## src/rtl/ota_sar_ctrl_if.sv

```systemverilog
// ota_sar_ctrl_if
//   Groups the conversion handshake, the comparator decision and the
//   front-end/DAC drive of the SAR controller.
//   master : tile side. Drives start and cmp_in, observes everything else.
//   slave  : controller side (ota_sar_ctrl).
//   Signals:
//     start    conversion request, only looked at while idle
//     cmp_in   raw comparator output (asynchronous), 1 = input above DAC level
//     sample   track/hold strobe
//     cmp_en   comparator enable
//     dac_code trial code for the reference DAC
//     busy     conversion in progress
//     done     one-cycle completion pulse
//     result   last completed conversion
interface ota_sar_ctrl_if #(
  parameter int N = 6
);
  logic         start;
  logic         cmp_in;
  logic         sample;
  logic         cmp_en;
  logic [N-1:0] dac_code;
  logic         busy;
  logic         done;
  logic [N-1:0] result;

  modport master (
    output start, cmp_in,
    input  sample, cmp_en, dac_code, busy, done, result
  );

  modport slave (
    input  start, cmp_in,
    output sample, cmp_en, dac_code, busy, done, result
  );
endinterface

```

## src/rtl/ota_sar_ctrl.sv

```systemverilog
// ota_sar_ctrl
//   Successive-approximation controller for the inverter-based OTA
//   comparator. Samples the input, walks a binary-weighted DAC trial code
//   from MSB to LSB, resynchronises the comparator decision and hands back
//   an N-bit result with a start/done handshake.
//   Ports:
//     clk  system clock, rising edge
//     rst  synchronous active-high reset
//     bus  ota_sar_ctrl_if.slave (start, cmp_in in; sample, cmp_en,
//          dac_code, busy, done, result out)
//
//   state   | meaning
//   --------+------------------------------------------------------------
//   IDLE    | waiting for start, all strobes low
//   SAMPLE  | track/hold strobe high for SAMPLE_CYC cycles
//   SETTLE  | trial code on the DAC, comparator settling for SETTLE cycles
//   DECIDE  | commit or drop the current bit from the synchronised decision
//   DONE    | result valid, one-cycle done pulse
module ota_sar_ctrl #(
  parameter int N           = 6,
  parameter int SAMPLE_CYC  = 4,
  parameter int SETTLE      = 3,
  parameter int SYNC_STAGES = 2
) (
  input  logic          clk,
  input  logic          rst,
  ota_sar_ctrl_if.slave bus
);

  localparam int CNT_MAX = (SAMPLE_CYC > SETTLE) ? SAMPLE_CYC : SETTLE;
  localparam int CW      = $clog2(CNT_MAX + 1);
  localparam int IW      = $clog2(N);

  localparam logic [2:0] S_IDLE   = 3'd0;
  localparam logic [2:0] S_SAMPLE = 3'd1;
  localparam logic [2:0] S_SETTLE = 3'd2;
  localparam logic [2:0] S_DECIDE = 3'd3;
  localparam logic [2:0] S_DONE   = 3'd4;

  // Counter reload values: the state is left on the cycle the count hits 0.
  localparam logic [CW-1:0] CNT_SAMPLE = CW'(SAMPLE_CYC - 1);
  localparam logic [CW-1:0] CNT_SETTLE = CW'(SETTLE - 1);
  localparam logic [IW-1:0] BIT_MSB    = IW'(N - 1);
  localparam logic [N-1:0]  ONE_LSB    = {{(N-1){1'b0}}, 1'b1};
  localparam logic [N-1:0]  ONE_MSB    = {1'b1, {(N-1){1'b0}}};

  logic [2:0]             state_q, state_d;
  logic [CW-1:0]          cnt_q, cnt_d;
  logic [IW-1:0]          bit_q, bit_d;
  logic [N-1:0]           code_q, code_d;
  logic [N-1:0]           dac_q, dac_d;
  logic [N-1:0]           result_q, result_d;
  logic [SYNC_STAGES-1:0] sync_q, sync_d;

  logic                   cmp_sync;
  logic [N-1:0]           cur_mask;
  logic [N-1:0]           next_mask;
  logic [N-1:0]           code_commit;

  // The synchroniser runs in every state so the decision seen in DECIDE is
  // always the value captured SYNC_STAGES edges earlier.
  assign sync_d    = {sync_q[SYNC_STAGES-2:0], bus.cmp_in};
  assign cmp_sync  = sync_q[SYNC_STAGES-1];

  assign cur_mask    = ONE_LSB << bit_q;
  assign next_mask   = ONE_LSB << (bit_q - IW'(1));
  assign code_commit = cmp_sync ? (code_q | cur_mask) : code_q;

  always_comb begin
    state_d  = state_q;
    cnt_d    = cnt_q;
    bit_d    = bit_q;
    code_d   = code_q;
    dac_d    = dac_q;
    result_d = result_q;
    case (state_q)
      S_IDLE: begin
        if (bus.start) begin
          state_d = S_SAMPLE;
          cnt_d   = CNT_SAMPLE;
          code_d  = '0;
          dac_d   = '0;
        end
      end
      S_SAMPLE: begin
        if (cnt_q == '0) begin
          state_d = S_SETTLE;
          cnt_d   = CNT_SETTLE;
          bit_d   = BIT_MSB;
          dac_d   = ONE_MSB;
        end else begin
          cnt_d = cnt_q - CW'(1);
        end
      end
      S_SETTLE: begin
        if (cnt_q == '0) begin
          state_d = S_DECIDE;
        end else begin
          cnt_d = cnt_q - CW'(1);
        end
      end
      S_DECIDE: begin
        code_d = code_commit;
        if (bit_q == '0) begin
          // Result and DAC are loaded together so result never shows a
          // partially resolved code.
          state_d  = S_DONE;
          result_d = code_commit;
          dac_d    = code_commit;
        end else begin
          state_d = S_SETTLE;
          cnt_d   = CNT_SETTLE;
          bit_d   = bit_q - IW'(1);
          dac_d   = code_commit | next_mask;
        end
      end
      S_DONE: begin
        state_d = S_IDLE;
      end
      default: begin
        state_d = S_IDLE;
      end
    endcase
  end

  always_ff @(posedge clk) begin
    if (rst) begin
      state_q  <= S_IDLE;
      cnt_q    <= '0;
      bit_q    <= '0;
      code_q   <= '0;
      dac_q    <= '0;
      result_q <= '0;
      sync_q   <= '0;
    end else begin
      state_q  <= state_d;
      cnt_q    <= cnt_d;
      bit_q    <= bit_d;
      code_q   <= code_d;
      dac_q    <= dac_d;
      result_q <= result_d;
      sync_q   <= sync_d;
    end
  end

  assign bus.sample   = (state_q == S_SAMPLE);
  assign bus.cmp_en   = (state_q == S_SETTLE) || (state_q == S_DECIDE);
  assign bus.busy     = (state_q == S_SAMPLE) || (state_q == S_SETTLE) ||
                        (state_q == S_DECIDE);
  assign bus.done     = (state_q == S_DONE);
  assign bus.dac_code = dac_q;
  assign bus.result   = result_q;

endmodule

```

## src/flat_wrapper.sv

```systemverilog
// flat-port wrapper written by rule: the top's interface ports become plain ports
module ota_sar_ctrl_flat 
#(
  parameter int N           = 6,
  parameter int SAMPLE_CYC  = 4,
  parameter int SETTLE      = 3,
  parameter int SYNC_STAGES = 2
)
  (clk, rst, bus_start, bus_cmp_in, bus_sample, bus_cmp_en, bus_dac_code, bus_busy, bus_done, bus_result);
  ota_sar_ctrl_if #(.N(N)) bus_i ();
  input  logic clk;
  input  logic rst;
  input wire logic [$bits(bus_i.start)-1:0] bus_start;
  input wire logic [$bits(bus_i.cmp_in)-1:0] bus_cmp_in;
  output wire logic [$bits(bus_i.sample)-1:0] bus_sample;
  output wire logic [$bits(bus_i.cmp_en)-1:0] bus_cmp_en;
  output wire logic [$bits(bus_i.dac_code)-1:0] bus_dac_code;
  output wire logic [$bits(bus_i.busy)-1:0] bus_busy;
  output wire logic [$bits(bus_i.done)-1:0] bus_done;
  output wire logic [$bits(bus_i.result)-1:0] bus_result;
  assign bus_i.start = bus_start;
  assign bus_i.cmp_in = bus_cmp_in;
  assign bus_sample = bus_i.sample;
  assign bus_cmp_en = bus_i.cmp_en;
  assign bus_dac_code = bus_i.dac_code;
  assign bus_busy = bus_i.busy;
  assign bus_done = bus_i.done;
  assign bus_result = bus_i.result;
  ota_sar_ctrl #(.N(N), .SAMPLE_CYC(SAMPLE_CYC), .SETTLE(SETTLE), .SYNC_STAGES(SYNC_STAGES)) u_core (.clk(clk), .rst(rst), .bus(bus_i));
endmodule
```

## config.mk

```make
export PLATFORM = sky130hd
export DESIGN_NAME = ota_sar_ctrl_flat
export DESIGN_NICKNAME = d
export VERILOG_FILES = /design/src/rtl/ota_sar_ctrl_if.sv /design/src/rtl/ota_sar_ctrl.sv /design/src/flat_wrapper.sv
export SDC_FILE = /design/constraint.sdc
export NUM_CORES = 1
export LEC_CHECK = 0
export BUFFER_PORTS_ARGS = -buffer_cell sky130_fd_sc_hd__clkbuf_2
export CAP_MARGIN = 20
export CORE_MARGIN = 2
export CORE_UTILIZATION = 59
export CTS_BUF_LIST = sky130_fd_sc_hd__clkbuf_4 sky130_fd_sc_hd__clkbuf_8
export CTS_CLUSTER_SIZE = 20
export DETAILED_ROUTE_END_ITERATION = 6
export PLACE_DENSITY = 0.81
export SYNTH_ARGS = -nofsm -noshare
export SYNTH_HDL_FRONTEND = slang
export SYNTH_SLANG_ARGS = --single-unit
```

## constraint.sdc

```tcl
create_clock -name clk -period 2.7 [get_ports clk]
set_clock_uncertainty 0.15 [all_clocks]
set_input_delay 0.54 -clock clk [delete_from_list [all_inputs] [get_ports clk]]
set_output_delay 0.54 -clock clk [all_outputs]
set_load 0.01 [all_outputs]
```

=== Word level (Yosys, flattened, before mapping) ===
Cells that the tools add are included.

* Bitwise logic cells: 2
* Mux-type cells: 19
* Reduce and logical (&&, ||, !) cells: 16
* Shift-type cells: 2
* Add/sub/neg operators: 2
* Equal/unequal tests: 9

{| class="wikitable"
|+ Operator list
! kind !! count
|-
| $mux 3 || 10
|-
| $mux 6 || 4
|-
| $pmux 3 s4 || 2
|-
| $pmux 6 s3 || 1
|-
| $or 6x6->6 || 2
|-
| $pmux 6 s2 || 1
|-
| $shl 1x3->6 const A || 2
|-
| $logic_not 3->1 || 3
|-
| $reduce_and 3->1 || 3
|-
| $eq 3x2->1 const B || 2
|-
| $ne 2x2->1 const B || 3
|-
| $pmux 3 s2 || 1
|-
| $sub 3x1->3 const B || 2
|-
| $ne 2x1->1 const B || 2
|-
| $reduce_and 2->1 || 2
|-
| $reduce_and 4->1 || 1
|-
| $reduce_bool 2->1 || 2
|-
| $reduce_bool 4->1 || 1
|-
| $eq 3x1->1 const B || 1
|-
| $eq 3x3->1 const B || 1
|-
| $logic_or 1x1->1 || 3
|-
| $reduce_bool 3->1 || 1
|}

* Input port bits: 4
* Register bits after elaboration: 29
* Output and inout port bits: 16
* Word-level logic and storage cells: 57

=== Depth between registers and ports, before layout ===
Gate-level depths: netlist of run 1.

* Word-level depth: 6
* Depth in mapped cells: 7
* Gate-level depth less buffers: 7

=== Worst setup path after synthesis of run 1 ===
Ideal clock, no wire load.

* Kind: reg-to-reg
* Start: register u_core.bit_q[0]
* End: register u_core.cnt_q[2]
* Setup time: 0.116 ns
* Path buffers: 0
* Cell stages (with the launch flop): 7
* Slack: 0.820 ns
* Data arrival time: 1.615 ns
* Cells stage by stage: dfxtp_1 inv_1 ha_1 and4b_4 a2111oi_4 o32ai_1 a31o_1

* Cells in the longest elaborated chain, start to end: 3

{| class="wikitable"
|+ Ends and longest elaborated chain
! what !! RTL line !! RTL
|-
| start, declared || ota_sar_ctrl.sv:49 || <nowiki>logic [IW-1:0] bit_q, bit_d;</nowiki>
|-
| start signal, assigned || ota_sar_ctrl.sv:138 || <nowiki>bit_q <= bit_d;</nowiki>
|-
| $logic_not 3->1 || ota_sar_ctrl.sv:104 || <nowiki>if (bit_q == '0) begin</nowiki>
|-
| $ne 2x2->1 (no line) || -- ||
|-
| $reduce_and 4->1 (no line) || -- ||
|-
| end signal, assigned || ota_sar_ctrl.sv:137 || <nowiki>cnt_q <= cnt_d;</nowiki>
|-
| end, declared || ota_sar_ctrl.sv:48 || <nowiki>logic [CW-1:0] cnt_q, cnt_d;</nowiki>
|}

No other way between the ends.
A chain may end at the register's enable or synchronous reset.

=== Worst setup path in the final report of run 1 ===
* Start: register u_core.state_q[0]
* End: output port bus_sample

* Cells in the longest elaborated chain, start to end: 1

{| class="wikitable"
|+ Ends and longest elaborated chain
! what !! RTL line !! RTL
|-
| start, declared || ota_sar_ctrl.sv:47 || <nowiki>logic [2:0] state_q, state_d;</nowiki>
|-
| start signal, assigned || ota_sar_ctrl.sv:136 || <nowiki>state_q <= state_d;</nowiki>
|-
| $eq 3x1->1 || ota_sar_ctrl.sv:146 || <nowiki>assign bus.sample = (state_q == S_SAMPLE);</nowiki>
|-
| end, declared || flat_wrapper.sv:15 || <nowiki>output wire logic [$bits(bus_i.sample)-1:0] bus_sample;</nowiki>
|}

No other way between the ends.

==> run metrics, run 1 <==
outcome finished clean; Psw 0.3779 mW; min cycle time layout 2189 ps; num ports 20; Num CTS Buffers 5; final setup TNS 0 ps; nets 195; number of global-route vias before repair 1028; register area 580.6 sq um; Initial Util 61.47%; syn nets 177; # Post-CTS Setup Buffers 0; Area growth syn-to-layout 9.038%; fmax 456.7 MHz; Comb pwr share 28.8%; RR Startpoint u_core.bit_q[0]; die span in y 54.57 um; hold_buf cts 0; cell leakage power 0.6357 nW; Fin. Hold Viols 0; Final Wtd Congestion 0.8409; post-synthesis register bit count 29; share of the synthesized area in the top cell type 38.47%; Tot GR Track Use 22.87%; EDFF count, synth 0; max_slew headroom 65.68%; Post-Syn Area 1509 sq um; Max Fanout on Critical Path 14; Setup crit end kind primary output; via/cell ratio 5.731; 1st-pass router iterations 4; CTS tree yes; final worst-path cycle share 81.09%; DIE AREA 2978 sq um; Pwr Total 1.128 mW; Worst path max stage delay 600 ps; CP Launch Type flop; via count 1215; antenna violations before repair 0; wire per inst 13.83 um; syn_area_per_cell 9.257 sq um; DRC errors left 0; flop2flop setup slack 620 ps; P_int 0.7497 mW; largest net degree at the start of global routing 29; main area contributors after synthesis dfxtp_1 38%, ha_1 8.3%, nor2_1 5.0%, a211oi_1 3.5%, a21oi_1 3.0%; Final HPWL DP 2.185 mm; Sw Share 33.52%; Max clock buf depth 2; final setup fails 0; Slew @ Worst Pin 514.8 ps; Syn Inst Count 163; Top FF cell, synth dfxtp_1; cells along the critical path nor2b_1 > and2_1 > clkbuf_2; worst hold path class primary input to flop; # rows 18; critical path's slowest cell dfxtp_1; register area share after synthesis 38.47%; total global routing overflow 0; Reg clk slew, reported paths 80 ps; synth unique cells 48; diode count 0; H-tree depth 2; # resized after CTS 0; first-pass GRT wire length 4.657 mm; fillcell total 208; synth warn 0; core area 2455 sq um; worst path arrival time 1500 ps; Worst Setup SP u_core.state_q[0]; Worst Setup EP bus_sample; Die X-Extent 54.57 um; R2R depth 6; area of the multi-input gates 832.0 sq um; Root Buffer clkbuf_4; IO Port Bufs 19; async set or reset register ratio after synthesis 0%; CTS sink cnt 29; WS Path Type flop to primary output; share of cells above drive strength 1 20.33%; Layout Utilization 67.02%; Synth area leader dfxtp_1; initial DRC count 22; pwr/cell area 685.3 nW/um^2; Worst-Skew Late Latency 330 ps; ANT nets after route 0; Slew Limit Fails 0; # Max-Cap Violations 0; worst r2r dst u_core.cnt_q[2]; unrepaired setup endpoints after global routing false; Post-Route WL 2.931 mm; Worst VDD drop 0.0005585 V; Data required, critical path 2010 ps; Clock power frac 26.1%; Reg power frac 45.1%
## metal layers
| metal | up-vias | track usage (%) | part of all wire (%) |
|---|---|---|---|
| met4 | 0 | 14.17 | 1.7 |
| li1 | 619 | - | - |
| met3 | 7 | 6.284 | 5.5 |
| met5 | - | 0 | 0 |
| met1 | 553 | 29.85 | 48 |
| met2 | 36 | 33.13 | 45 |
## how the worst min path moves through the flow
stage / start / endpoint / slack, ps / cells past startpoint
global route: bus_cmp_in / u_core.sync_q[0] / 280 / 2
CTS: bus_cmp_in / u_core.sync_q[0] / 260 / 2
global placement: u_core.sync_q[0] / u_core.sync_q[1] / 280 / 1
finish: bus_cmp_in / u_core.sync_q[0] / 270 / 2
floorplan: u_core.sync_q[0] / u_core.sync_q[1] / 260 / 1
detailed placement: u_core.sync_q[0] / u_core.sync_q[1] / 290 / 1
## worst max-delay path, delay by kind of cell (launching register included)
| kind | cells | cell delay [ps] |
|---|---|---|
| flops | 1 | 600 |
| simple gates | 2 | 440 |
| buf+inv | 1 | 130 |
## per-stage QoR
| step | worst slack (ps) | cells | area [sq um] | hold slack (ps) |
|---|---|---|---|---|
| 2_1_floorplan | 819.6 | 163 | 1509 | 263.8 |
| 3_3_place_gp | 763.1 | 204 | 1575 | 275.4 |
| 3_5_place_dp | 640.7 | 204 | 1575 | 288.3 |
| 4_1_cts | 506.8 | 212 | 1645 | 258.4 |
| 5_1_grt | 432.0 | 212 | 1645 | 281.1 |
| 6_report | 510.5 | 212 | 1645 | 270.9 |
## logic make-up after synthesis
family / count (synthesis) / synth area share [%]
AND/OR/NAND/NOR: 61 / 23.30
adder cells (fa/ha/maj): 10 / 8.292
AO/OA/AOI/OAI: 46 / 22.89
multiplexers: 1 / 0.6634
buffers and inverters: 16 / 6.385
flip-flops: 29 / 38.47
## final cells by class
cell class	instances	area share, %
well taps	30	2.281
clock buffers	7	3.954
multi-input cells	118	50.57
clock inverters	1	0.3042
flip-flops and latches	29	35.29
repair buffers	19	5.779
inverters	8	1.825
## cells in the mapped netlist (2+ instances only)
cell type and n:
a21boi_0 3, a22oi_1 2, and2_1 2, inv_1 8, o21ai_0 5, clkbuf_1 2
nor3b_1 2, nand2b_1 2, nor2_1 20, nor2b_1 6, nand2_1 6, and2b_4 3
nor3_1 6, a211oi_1 7, buf_6 2, dfxtp_1 29, ha_1 10, o2bb2ai_1 5
buf_4 3, a32oi_1 3, a21oi_1 9, a31oi_1 2
## power by group through the flow
stage          clock network [mW]  logic (mW)  registers (mW)
2_1_floorplan                   0       0.272           0.498
3_3_place_gp                    0       0.309           0.513
3_5_place_dp                    0       0.322           0.518
4_1_cts                     0.307       0.323           0.508
5_1_grt                     0.322       0.358           0.516
6_report                    0.294       0.325           0.509
## layout by cell type (no fill, tap or decap), drive strengths merged, types with 3 or more instances in the layout
cell type / count
dfxtp: 29
clkbuf: 26
nor2: 21
ha: 10
a21oi: 9
inv: 8
a211oi: 7
nor2b: 6
nor3: 6
nand2: 6
o21ai: 5
o2bb2ai: 5
and2b: 4
a21boi: 4
a32oi: 3
and2: 3
nand2b: 3
nor3b: 3
## registers in the layout (all words and copies together) (netlist names)
| signal | flops |
|---|---|
| u_core.cnt_q | 3 |
| u_core.sync_q | 2 |
| u_core.state_q | 3 |
| u_core.bit_q | 3 |
| u_core.bus.dac_code | 6 |
| u_core.code_q | 6 |
| u_core.bus.result | 6 |
Note: power is estimated with default switching activity, not from simulation.
==> inputs of run 2 (changes only) <==
--- a/config.mk
+++ b/config.mk
@@ -8,11 +8,11 @@
 export BUFFER_PORTS_ARGS = -buffer_cell sky130_fd_sc_hd__clkbuf_2
 export CAP_MARGIN = 20
 export CORE_MARGIN = 2
-export CORE_UTILIZATION = 59
+export CORE_UTILIZATION = 53
 export CTS_BUF_LIST = sky130_fd_sc_hd__clkbuf_4 sky130_fd_sc_hd__clkbuf_8
 export CTS_CLUSTER_SIZE = 20
 export DETAILED_ROUTE_END_ITERATION = 6
-export PLACE_DENSITY = 0.81
+export PLACE_DENSITY = 0.77
 export SYNTH_ARGS = -nofsm -noshare
 export SYNTH_HDL_FRONTEND = slang
 export SYNTH_SLANG_ARGS = --single-unit
==> constraint.sdc (replaced) <==
create_clock -name clk -period 1.99 [get_ports clk]
set_clock_uncertainty 0.15 [all_clocks]
set_input_delay 0.398 -clock clk [delete_from_list [all_inputs] [get_ports clk]]
set_output_delay 0.398 -clock clk [all_outputs]
set_load 0.01 [all_outputs]
==> run metrics, run 2 (synthesized netlist as in run 1, its figures left out) <==
largest net degree at the start of global routing 15; beginning of the worst hold path bus_cmp_in; Data required, critical path 1440 ps; antenna violations before repair 0; Max clock buf depth 2; WS Path Type flop to primary output; 1st-pass router iterations 4; CP Buf/Inv Count 1; RR Startpoint u_core.bit_q[1]; number of global-route vias before repair 1206; share of cells above drive strength 1 24.73%; Worst VDD drop 0.0009729 V; num ports 20; # rows 19; dpl ws 46.26 ps; commonest non-fill, non-tap cells in the layout 25 x dfxtp_1, 20 x nor2_1, 19 x clkbuf_2, 10 x ha_1, 9 x a21oi_1; total global routing overflow 0; register area 585.6 sq um; core area 2734 sq um; final std cells w/o fill 217; Worst-Skew Late Latency 330 ps; setup ws final 129.0 ps; ANT nets after route 0; Post-Layout Inst Area 1717 sq um; wire per inst 14.14 um; worst path arrival time 1310 ps; cells along the critical path nor2b_2 > and2_1 > clkbuf_2; via count 1238; area of the multi-input gates 834.6 sq um; outcome finished clean; IO Port Bufs 19; Pwr Total 1.747 mW; final setup TNS 0 ps; hold_buf cts 0; Cell Area, Placed 1607 sq um; Final Wtd Congestion 0.7730; Worst Setup SP u_core.state_q[0]; Final HPWL DP 2.304 mm; DRC errors left 0; CP top delay family flip-flops; min cycle time layout 1861 ps; unrepaired setup endpoints after global routing false; worst hold slack 128.2 ps; worst hold path class primary input to flop; Die X-Extent 57.36 um; final setup fails 0; Max Fanout on Critical Path 14; DIE AREA 3290 sq um; Initial Util 55.19%; nets 199; Fin. Hold Viols 0; initial DRC count 46; pwr/cell area 1018 nW/um^2; max_slew headroom 69.36%; met3 wire len 102 um; first-pass GRT wire length 5.278 mm; fmax 537.3 MHz; critical path's slowest cell dfxtp_2; DR WL met2 1.530 mm; H-tree depth 2; Slew @ Worst Pin 456.1 ps; Post-Route WL 3.069 mm; via/cell ratio 5.705; Slew Limit Fails 0; Layout Utilization 62.79%; die span in y 57.36 um; CP Launch Type flop; most common cell after layout, fill and taps aside dfxtp_1; Reg clk slew, reported paths 90 ps; # Max-Cap Violations 0; Area growth syn-to-layout 13.76%; Tot GR Track Use 20.67%; Worst path max stage delay 470 ps; cell leakage power 0.6711 nW; diode count 0; DRT met1 WL 1.435 mm; CTS tree yes; DP Cell Count 209; max layer used met3; Root Buffer clkbuf_4; Num CTS Buffers 5; fillcell total 232; final worst-path cycle share 93.52%; Setup crit end kind primary output; CTS sink cnt 29
-- run 2: changes by cell type in the layout (fill, tap and decap cells not counted), sizes merged --
| cell | change |
|---|---|
| clkbuf | -2 |
| bufinv | +2 |
| buf | +4 |
-- run 2: cell type report --
cell class | count | area share (%)
clock buffer | 5 | 2.187
clock inverter | 3 | 3.790
inverter | 8 | 1.749
multi-input combinational | 118 | 48.62
sequential | 29 | 34.11
tap | 31 | 2.259
timing repair buffer | 23 | 7.289
-- run 2: where the power goes --
group	internal, mW	switching (mW)	total (mW)
Clock	0.389	0.211	0.600
Combinational	0.199	0.256	0.455
Sequential	0.628	0.0650	0.693
-- run 2: metal layers --
layer | GRT usage, % | up-vias
met5 | 0 | -
met4 | 7.309 | 0
met3 | 6.803 | 0
met1 | 25.46 | 588
li1 | - | 628
met2 | 33.77 | 22
-- run 2: timing repair --
| item | CTS | global route |
|---|---|---|
| cloned | 0 | 0 |
| setup buffers | 0 | 0 |
| hold endpoints to repair | 0 | 0 |
| resized for setup | 1 | 4 |
| endpoints found under the setup margin | 1 | 8 |
| pin swaps | 0 | 1 |
-- run 2: final timing paths --
check	endpoint	slack, ps	cells past startpoint
max	bus_sample	130	3
min reg2reg	u_core.sync_q[1]	300	1
min	u_core.sync_q[0]	130	2
max reg2reg	u_core.bit_q[1]	140	7
